## config.mk

```make
export PLATFORM = sky130hd
export DESIGN_NAME = descrambler_flat
export DESIGN_NICKNAME = d
export VERILOG_FILES = /design/src/rtl/descrambler_if.sv /design/src/rtl/descrambler.sv /design/src/flat_wrapper.sv
export SDC_FILE = /design/constraint.sdc
export NUM_CORES = 1
export LEC_CHECK = 0
export BUFFER_PORTS_ARGS = -buffer_cell sky130_fd_sc_hd__buf_2
export CELL_PAD_IN_SITES_DETAIL_PLACEMENT = 1
export CELL_PAD_IN_SITES_GLOBAL_PLACEMENT = 2
export CORE_UTILIZATION = 34
export CTS_CLUSTER_SIZE = 24
export DETAILED_ROUTE_END_ITERATION = 12
export PLACE_DENSITY = 0.79
export SLEW_MARGIN = 10
export SYNTH_ARGS = -nofsm -noshare
export SYNTH_HDL_FRONTEND = slang
export SYNTH_SLANG_ARGS = --single-unit
```

## constraint.sdc

```tcl
create_clock -name USER_CLK -period 3.3 [get_ports USER_CLK]
set_input_delay 0.66 -clock USER_CLK [delete_from_list [all_inputs] [get_ports USER_CLK]]
set_output_delay 0.66 -clock USER_CLK [all_outputs]
set_load 0.02 [all_outputs]
```

## src/rtl/descrambler_if.sv

```systemverilog
// Lane word bundle between the RX block-sync stage and the descrambler.
// The master drives the *_IN side; the slave (descrambler) drives *_OUT.
interface descrambler_if #(
    parameter int W = 64
);
    logic [W-1:0] DATA_IN;
    logic [1:0]   HEADER_IN;
    logic         DATA_IN_VALID;
    logic [W-1:0] DATA_OUT;
    logic [1:0]   HEADER_OUT;
    logic         DATA_OUT_VALID;

    modport master (
        output DATA_IN, HEADER_IN, DATA_IN_VALID,
        input  DATA_OUT, HEADER_OUT, DATA_OUT_VALID
    );

    modport slave (
        input  DATA_IN, HEADER_IN, DATA_IN_VALID,
        output DATA_OUT, HEADER_OUT, DATA_OUT_VALID
    );
endinterface

```

## src/rtl/descrambler.sv

```systemverilog
// RX lane descrambler: removes x^58+x^39+1 self-sync scrambling and tracks
// scrambler lock from state words. DESCRAMBLER_ERR_CNT_EN builds ERR_COUNT.
module descrambler #(
    parameter int                     RX_DATA_WIDTH  = 64,
    parameter logic [RX_DATA_WIDTH-1:0] SYNC_WORD    = 64'h78f678f678f678f6,
    parameter int                     MISMATCH_LIMIT = 3
) (
    input  logic         USER_CLK,
    input  logic         SYSTEM_RESET_N,
    input  logic         PASSTHROUGH,
    descrambler_if.slave lane,
    output logic         LOCKED,
    output logic         STATE_ERR,
    output logic [15:0]  ERR_COUNT
);

    localparam int LW = 58;

    typedef enum logic [1:0] {
        SEEK,
        SEEK_STATE,
        LOCK,
        LOCK_STATE
    } state_t;

    state_t                   state_q, state_d;
    logic [LW-1:0]            lfsr_q, lfsr_d, lfsr_scr;
    logic [RX_DATA_WIDTH-1:0] scr_out, data_q, data_d;
    logic [2:0]               mis_q, mis_d;
    logic                     err_d;
    logic                     is_sync, good_fmt;
    logic [LW-1:0]            st_bits;

    assign is_sync  = (lane.HEADER_IN == 2'b10) && (lane.DATA_IN == SYNC_WORD);
    assign good_fmt = lane.DATA_IN[RX_DATA_WIDTH-1 -: 6] == 6'b001010;
    assign st_bits  = lane.DATA_IN[LW-1:0];

    // Bit-serial descramble of the whole word, LSB first, received bit fed back
    always_comb begin
        lfsr_scr = lfsr_q;
        scr_out  = '0;
        for (int i = 0; i < RX_DATA_WIDTH; i++) begin
            scr_out[i] = lane.DATA_IN[i] ^ lfsr_scr[38] ^ lfsr_scr[57];
            lfsr_scr   = {lfsr_scr[56:0], lane.DATA_IN[i]};
        end
    end

    // Lock FSM next state, LFSR update and output word selection
    always_comb begin
        state_d = state_q;
        lfsr_d  = lfsr_q;
        mis_d   = mis_q;
        data_d  = data_q;
        err_d   = 1'b0;
        if (PASSTHROUGH) begin
            state_d = SEEK;
            lfsr_d  = '1;
            mis_d   = '0;
            data_d  = lane.DATA_IN;
        end else if (lane.DATA_IN_VALID) begin
            unique case (state_q)
                SEEK, LOCK: begin
                    if (is_sync) begin
                        data_d  = lane.DATA_IN;
                        state_d = (state_q == SEEK) ? SEEK_STATE : LOCK_STATE;
                    end else begin
                        data_d = scr_out;
                        lfsr_d = lfsr_scr;
                    end
                end
                SEEK_STATE: begin
                    if (is_sync) begin
                        data_d = lane.DATA_IN;
                    end else if (good_fmt) begin
                        data_d  = lane.DATA_IN;
                        lfsr_d  = st_bits;
                        mis_d   = '0;
                        state_d = LOCK;
                    end else begin
                        data_d  = scr_out;
                        lfsr_d  = lfsr_scr;
                        state_d = SEEK;
                    end
                end
                LOCK_STATE: begin
                    if (!is_sync && good_fmt && st_bits == lfsr_q) begin
                        data_d  = lane.DATA_IN;
                        mis_d   = '0;
                        state_d = LOCK;
                    end else begin
                        err_d = 1'b1;
                        if (is_sync) begin
                            data_d = lane.DATA_IN;
                        end else if (good_fmt) begin
                            data_d = lane.DATA_IN;
                            lfsr_d = st_bits;
                        end else begin
                            data_d = scr_out;
                            lfsr_d = lfsr_scr;
                        end
                        if (int'(mis_q) + 1 >= MISMATCH_LIMIT) begin
                            mis_d   = '0;
                            state_d = SEEK;
                        end else begin
                            mis_d   = mis_q + 3'd1;
                            state_d = LOCK;
                        end
                    end
                end
            endcase
        end
    end

    // State, LFSR and output pipeline registers
    always_ff @(posedge USER_CLK or negedge SYSTEM_RESET_N) begin
        if (!SYSTEM_RESET_N) begin
            state_q             <= SEEK;
            lfsr_q              <= '1;
            mis_q               <= '0;
            data_q              <= '0;
            lane.HEADER_OUT     <= '0;
            lane.DATA_OUT_VALID <= 1'b0;
            STATE_ERR           <= 1'b0;
        end else begin
            state_q             <= state_d;
            lfsr_q              <= lfsr_d;
            mis_q               <= mis_d;
            data_q              <= data_d;
            lane.HEADER_OUT     <= lane.HEADER_IN;
            lane.DATA_OUT_VALID <= lane.DATA_IN_VALID;
            STATE_ERR           <= err_d;
        end
    end

    assign lane.DATA_OUT = data_q;
    assign LOCKED        = (state_q == LOCK) || (state_q == LOCK_STATE);

`ifdef DESCRAMBLER_ERR_CNT_EN
    logic [15:0] err_cnt_q;

    // Saturating count of state-word errors, cleared only by reset
    always_ff @(posedge USER_CLK or negedge SYSTEM_RESET_N) begin
        if (!SYSTEM_RESET_N) begin
            err_cnt_q <= '0;
        end else if (err_d && err_cnt_q != 16'hFFFF) begin
            err_cnt_q <= err_cnt_q + 16'd1;
        end
    end

    assign ERR_COUNT = err_cnt_q;
`else
    assign ERR_COUNT = 16'h0000;
`endif

endmodule

```

## src/flat_wrapper.sv

```systemverilog
// flat-port wrapper written by rule: the top's interface ports become plain ports
module descrambler_flat 
#(
    parameter int                     RX_DATA_WIDTH  = 64,
    parameter logic [RX_DATA_WIDTH-1:0] SYNC_WORD    = 64'h78f678f678f678f6,
    parameter int                     MISMATCH_LIMIT = 3
)
  (USER_CLK, SYSTEM_RESET_N, PASSTHROUGH, LOCKED, STATE_ERR, ERR_COUNT, lane_DATA_IN, lane_HEADER_IN, lane_DATA_IN_VALID, lane_DATA_OUT, lane_HEADER_OUT, lane_DATA_OUT_VALID);
  descrambler_if #(.W(64)) lane_i ();
  input  logic USER_CLK;
  input  logic SYSTEM_RESET_N;
  input  logic PASSTHROUGH;
  output logic LOCKED;
  output logic STATE_ERR;
  output logic [15:0] ERR_COUNT;
  input wire logic [$bits(lane_i.DATA_IN)-1:0] lane_DATA_IN;
  input wire logic [$bits(lane_i.HEADER_IN)-1:0] lane_HEADER_IN;
  input wire logic [$bits(lane_i.DATA_IN_VALID)-1:0] lane_DATA_IN_VALID;
  output wire logic [$bits(lane_i.DATA_OUT)-1:0] lane_DATA_OUT;
  output wire logic [$bits(lane_i.HEADER_OUT)-1:0] lane_HEADER_OUT;
  output wire logic [$bits(lane_i.DATA_OUT_VALID)-1:0] lane_DATA_OUT_VALID;
  assign lane_i.DATA_IN = lane_DATA_IN;
  assign lane_i.HEADER_IN = lane_HEADER_IN;
  assign lane_i.DATA_IN_VALID = lane_DATA_IN_VALID;
  assign lane_DATA_OUT = lane_i.DATA_OUT;
  assign lane_HEADER_OUT = lane_i.HEADER_OUT;
  assign lane_DATA_OUT_VALID = lane_i.DATA_OUT_VALID;
  descrambler #(.RX_DATA_WIDTH(RX_DATA_WIDTH), .SYNC_WORD(SYNC_WORD), .MISMATCH_LIMIT(MISMATCH_LIMIT)) u_core (.USER_CLK(USER_CLK), .SYSTEM_RESET_N(SYSTEM_RESET_N), .PASSTHROUGH(PASSTHROUGH), .lane(lane_i), .LOCKED(LOCKED), .STATE_ERR(STATE_ERR), .ERR_COUNT(ERR_COUNT));
endmodule
```

* After elaboration in Yosys (flattened, before gate mapping) *
Index checks and enable logic that the tools add are counted.

storage, ports and cells
  bits in registers = 131
  bits in latches = 0
  bits in writable memories = 0
  memory bits (read-only) = 0
  input port bits = 70
  output and inout port bits = 85
  word-level logic and storage cells = 196
  memories = 0

operators by class
  add/subtract/negate cells = 2
  $mul = 0
  div/mod/pow operators = 0
  magnitude comparators = 1
  eq/ne operators = 12
  shifts and indexed selects = 0
  muxes and demuxes = 34
  bitwise logic cells = 128
  reductions and logical operators = 12

operators by type and width
  cell                  count
  $mux 64               6
  $mux 58               6
  $pmux 64 s3           1
  $pmux 58 s3           1
  $xor 1x1->1           128
  $eq 64x63->1 const B  1
  $eq 58x58->1          1
  $ge 32x3->1 const B   1
  $mux 3                6
  $mux 2                8
  $ne 3x3->1 const B    3
  $eq 2x2->1 const B    3
  $eq 6x4->1 const B    1
  $ne 3x2->1 const B    2
  $pmux 2 s3            1
  $pmux 3 s2            1
  $reduce_and 3->1      2
  $add 3x1->4 const B   1
  $mux 1                4
  $reduce_and 4->1      1
  $add 3x1->3 const B   1
  $logic_and 1x1->1     3
  $reduce_bool 3->1     1
  $eq 2x1->1 const B    1
  5 further kinds       5

* Logic depth before layout (Yosys ltp) *
  depth after elaboration = 9
  depth in mapped cells = 9
  depth with buffers taken out = 6

* Least setup slack after synthesis *
OpenSTA, ideal clock, no wires.

  kind = input port to flip-flop
  start = in lane_DATA_IN[13]
  end = reg u_core.lfsr_q[37]
  library setup time = 0.075 ns
  data arrival time = 2.694 ns
  data required time = 3.225 ns
  path slack = 0.531 ns
  stages = 9
  buffers on the path = 3
  cell sequence = clkbuf_1 -> xor2_1 -> nor4_1 -> nand4_1 -> or4_1 -> o31ai_2 -> buf_4 -> buf_6 -> mux2i_1

on the way
  word-level cells in the longest chain between the ends = 7
  elaborated cells on any way between the ends = 14
  those cells by class = eq/ne (4); mux (5); reduce/logical (5)

RTL lines
  what                                              RTL line            source
  from (decl)                                       flat_wrapper.sv:16  input wire logic [$bits(lane_i.DATA_IN)-1:0] lane_DATA_IN;
  $eq 64x63->1                                      descrambler.sv:34   assign is_sync = (lane.HEADER_IN == 2'b10) && (lane.DATA_IN == SYNC_WORD);
  $logic_and 1x1->1                                 descrambler.sv:34
  $mux 58 or $logic_not 1->1 (tied branches)        n/a
  $mux 58 or $logic_and 1x1->1 (tied branches)      n/a
  $pmux 58 s3 or $logic_and 1x1->1 (tied branches)  n/a
  $mux 58 or $ne 3x3->1 (tied branches)             n/a
  $mux 58 or $reduce_and 3->1 (tied branches)       n/a
  to (signal assigned)                              descrambler.sv:126  lfsr_q <= lfsr_d;
  to (decl)                                         descrambler.sv:27   logic [LW-1:0] lfsr_q, lfsr_d, lfsr_scr;

Several ways; a longest one is shown, not always the timed one. The select of a mux whose other input is x is not followed.
A chain may end at the register's enable or synchronous reset.

* Worst setup path in the final report *
  start = reg u_core.lfsr_q[24]
  end = reg u_core.lfsr_q[25]

on the way
  word-level cells in the longest chain between the ends = 4

RTL lines
  what                        RTL line           source
  $eq 58x58->1                descrambler.sv:86  if (!is_sync && good_fmt && st_bits == lfsr_q) begin
  $logic_and 1x1->1           descrambler.sv:86
  $ne 3x3->1 (no line)        n/a
  $reduce_and 3->1 (no line)  n/a

Every way passes these cells.

==> results.txt <==
----------------------------------------------------
[Run status]
  Result of the run ... finished clean

[Synth]
  Combinational family with the most area after synthesis ... simple AND/OR/NAND/NOR gates
  Post-synth top flop ... sky130_fd_sc_hd__dfrtp_1
  Number of instances in the synthesized netlist ... 1035
  Distinct cell type count of the synthesized netlist ... 46
  Part of the Yosys area used for sequential elements ... 37.43%
  Avg Inst Size Synth ... 8.648 um2
  Synth Area in Adders ... 0.2796%
  Number of synthesized register bits ... 131
  Multiplexer share of the synthesized area ... 6.486%
  Post-synthesis compound-gate area fraction ... 17.82%
  Fraction of registers with async set/reset ... 100.0%
  Synth warnings ... 0
  XOR/XNOR Fraction of Synth Area ... 12.33%
  Netlist area before placement ... 0.008951 mm2
  Number of synthesized flops with an enable pin ... 0
  Synth Area in Simple Gates ... 18.35%

[Worst setup path]
  Kind of launch point of the worst setup path ... flop
  Largest driver fanout on the critical path ... 17
  Cell with the biggest individual delay on the critical path ... sky130_fd_sc_hd__dfstp_2
  Req. time, crit path ... 3.65 ns
  Max stage delay on crit path ... 0.61 ns
  Cells traversed along the worst timing path ... xor2_1 -> nor4_1 -> nand4_1 -> or4_1 -> o31ai_4 -> buf_4 -> mux2i_1
  Critical Path Sink Type ... flop
  Endpoint arrival time on the critical path ... 3.32 ns
  Type of the setup path with the least slack ... flop to flop

[Clock tree]
  Clock buffer depth ... 2
  Clock-pin slew of the registers on the worst-case setup and hold paths ... 0.06 ns
  Buffer type at the clock tree root ... sky130_fd_sc_hd__clkbuf_16
  Number of resized instances in the post-cts repair step ... 0
  Clock network latency to the later pin of the worst-skew pair ... 0.44 ns
  Total number of clock tree sinks ... 131
  Hold buffers post-CTS ... 0
  CTS tree ... built
  H-tree lvl count ... 4
  Post-CTS setup buffers ... 0
  Cts bufs inserted ... 17

[Cells and area]
  Post-route design area ... 0.01065 mm2
  Flip-flop and latch area ... 0.003351 mm2
  Most common cell after layout, fill and taps aside ... sky130_fd_sc_hd__nor2_1
  Synthesis-to-finish area growth ... 19.02%
  Net count, final ... 1213
  Fraction of layout instances using a drive strength above 1 ... 23.68%
  Combined area of the multi-input logic cells ... 0.005031 mm2
  Number of fill cells in the layout ... 3033
  Leading cell types in the layout, fill and taps excluded ... sky130_fd_sc_hd__nor2_1, sky130_fd_sc_hd__buf_2, sky130_fd_sc_hd__dfrtp_1

[Routing]
  Number of optimization iterations in the first detailed-route pass ... 5
  Remaining DRCs ... 0
  Total vias in the final route ... 8468
  Per-cell via count in the routed design ... 5.687
  Initial detailed-routing violation count ... 629
  Wirelength, routed ... 36380 um
  Antenna Violating Nets Remaining ... 0
  Routed length per placed instance ... 24.43 um

[Pwr]
  Fraction of power spent switching nets ... 32.79%
  Clk pwr share ... 38.3%
  Proportion of power drawn by flip-flops and latches ... 38.4%
  Switch Pwr ... 1638 uW
  Pwr dens ... 468.9 mW/mm2
  Int Power ... 3358 uW
  Combinational group share of total power ... 23.3%
  Leakage ... 0.004736 uW
  Max IR drop VDD ... 250.6 uV

[Die]
  Effective utilization at floorplan ... 34.55%
  Total Die Area ... 0.02698 mm2
  Boundary pin count ... 155
  Row count ... 59
  Vertical die dimension ... 164.3 um
  Die Width ... 164.3 um
  Core Area ... 0.02591 mm2

[Timing]
  Final TNS setup ... 0 ns
  Setup repair after global routing missed its margin ... no
  Minimum clock period after layout ... 2.972 ns
  Number of hold-slack violations in the final timing report ... 0
  Tightest slew margin relative to the limit ... 53.84%
  Maximum operating frequency ... 336.5 MHz
  Clock tree skew after final layout ... 0.01267 ns
  Actual transition at the worst max-transition pin ... 0.6909 ns
  Part of the cycle the worst path needs ... 90.05%
  Final setup viols ... 0
  Fin. max-slew vios ... 0

[Global routing]
  Maximum number of pins on one net before global-route repair ... 93
  Final global-route overflow total ... 0
  Global-route wire length before repair ... 54320 um
  All-layer global routing usage ... 27.67%
  Antenna violations before repair ... 0
  Via count of the first global-routing pass ... 8528

[Placement]
  Final RePlAce weighted congestion ... 0.9421
  I/O Buffers ... 138
  Post-DP HPWL ... 26570 um
  Standard cell area after detailed placement ... 0.01008 mm2

[Job]
  Max capacitance violation total ... 0

[Worst hold path]
  Hold/Removal Path Class ... primary input to asynchronous set/reset pin

----------------------------------------------------
==> registers in the layout (all words and copies together) (netlist names) <==
| signal | flops |
|---|---|
| u_core.lfsr_q | 58 |
| u_core.STATE_ERR | 1 |
| u_core.mis_q | 3 |
| u_core.lane.DATA_OUT | 64 |
| u_core.lane.HEADER_OUT | 2 |
| u_core.state_q | 2 |
| u_core.lane.DATA_OUT_VALID | 1 |
==> synthesized netlist by cell type (all sizes together) (2+ instances only) <==
cell type  number  share of area (%)
nor2          184                7.7
clkbuf         79                3.3
dfrtp          73                 20
xnor2          69                6.8
dfstp          58                 17
mux2i          58                6.5
xor2           57                5.6
a211oi         52                4.4
nand2          46                1.9
inv            41                1.7
nand3          41                2.3
a31oi          39                2.7
a2bb2oi        36                3.5
o21bai         36                3.0
buf            30                2.2
or4            22                1.8
a22oi          21                1.8
nand4          13               0.91
nor4           11               0.77
a21oi           9               0.50
and3            8               0.56
o21ai           8               0.45
nor3            6               0.34
and4b           5               0.56
a21o            4               0.34
nor4bb          4               0.45
nor4b           3               0.29
and2            2               0.14
and4            2               0.20
ha              2               0.28
o211a           2               0.22
o221a           2               0.25
o22ai           2               0.14
o31ai           2               0.22
==> power by group through the flow <==
| stage | clock [uW] | combinational (uW) | sequential, uW |
|---|---|---|---|
| floorplan | 0 | 599 | 2020 |
| global placement | 0 | 1140 | 1940 |
| detailed placement | 0 | 1150 | 1940 |
| CTS | 1940 | 1160 | 1920 |
| global route | 2000 | 1250 | 1930 |
| finish | 1910 | 1160 | 1920 |
==> area by class of cell <==
| cell class | count | area share [%] |
|---|---|---|
| antenna | 1 | 0.02349 |
| clock buffer | 27 | 4.909 |
| timing repair buffer | 181 | 10.57 |
| clock inverter | 4 | 0.4463 |
| sequential | 131 | 31.45 |
| tap | 335 | 3.934 |
| inverter | 41 | 1.445 |
| multi-input combinational | 769 | 47.22 |
==> logic make-up (layout without fill, tap and decap cells) <==
family,after synthesis,after routing
buf+inv,150,253
simple gates,351,351
xor+xnor,126,126
fa+ha+maj,2,2
flops,131,131
mux,58,58
other cells,1,17
compound gates,216,216
==> routing by layer <==
metal | part of all wire (%) | GRT usage (%) | wire [um] | vias to the layer above
li1 | - | - | - | 3803
met1 | 44 | 36.68 | 15870 | 4309
met2 | 47 | 44.74 | 17090 | 296
met3 | 6.4 | 4.672 | 2337 | 60
met4 | 3.0 | 10.69 | 1079 | 0
met5 | 0 | 0 | 0 | -
==> critical path, delay by kind of cell (launching register included) <==
kind / cells / cell delay (ns)
DFF: 1 / 0.61
buffers and inverters: 1 / 0.38
muxes: 1 / 0.26
xor gates and xnor gates: 1 / 0.08
AOI/OAI and AO/OA: 1 / 0.31
and+or+nand+nor: 3 / 1.24
==> path summary, 6_finish.rpt <==
path                                                      from                                   end  slack (ns)  cells after the start
setup / recovery                 u_core.lfsr_q[24]$_DFFE_PN1P_         u_core.lfsr_q[25]$_DFFE_PN1P_        0.33                      7
hold / removal                                  SYSTEM_RESET_N  u_core.lane.DATA_OUT[43]$_DFFE_PN0N_        0.25                      1
setup reg to reg                 u_core.lfsr_q[24]$_DFFE_PN1P_         u_core.lfsr_q[25]$_DFFE_PN1P_        0.33                      7
hold reg to reg            u_core.lane.DATA_OUT[9]$_DFFE_PN0N_   u_core.lane.DATA_OUT[9]$_DFFE_PN0N_        0.52                      2
max in group asynchronous                       SYSTEM_RESET_N         u_core.lfsr_q[21]$_DFFE_PN1P_        2.29                      2
min in group USER_CLK                        lane_HEADER_IN[1]   u_core.lane.HEADER_OUT[1]$_DFF_PN0_        0.34                      1
==> per-stage QoR <==
step           power, uW  utilization, %  hold WS [ns]  cells  setup slack, ns
2_1_floorplan       2616               -        0.3644   1050           0.5315
3_3_place_gp        3075           38.91        0.5049   1457           0.2504
3_5_place_dp        3094           38.91        0.4985   1457          0.08619
4_1_cts             5018           41.11        0.2676   1488           0.3572
5_1_grt             5184           41.11        0.2977   1488           0.2185
6_report            4996           41.12        0.2507   1489           0.3284
Power figures use the tool's default switching activity.
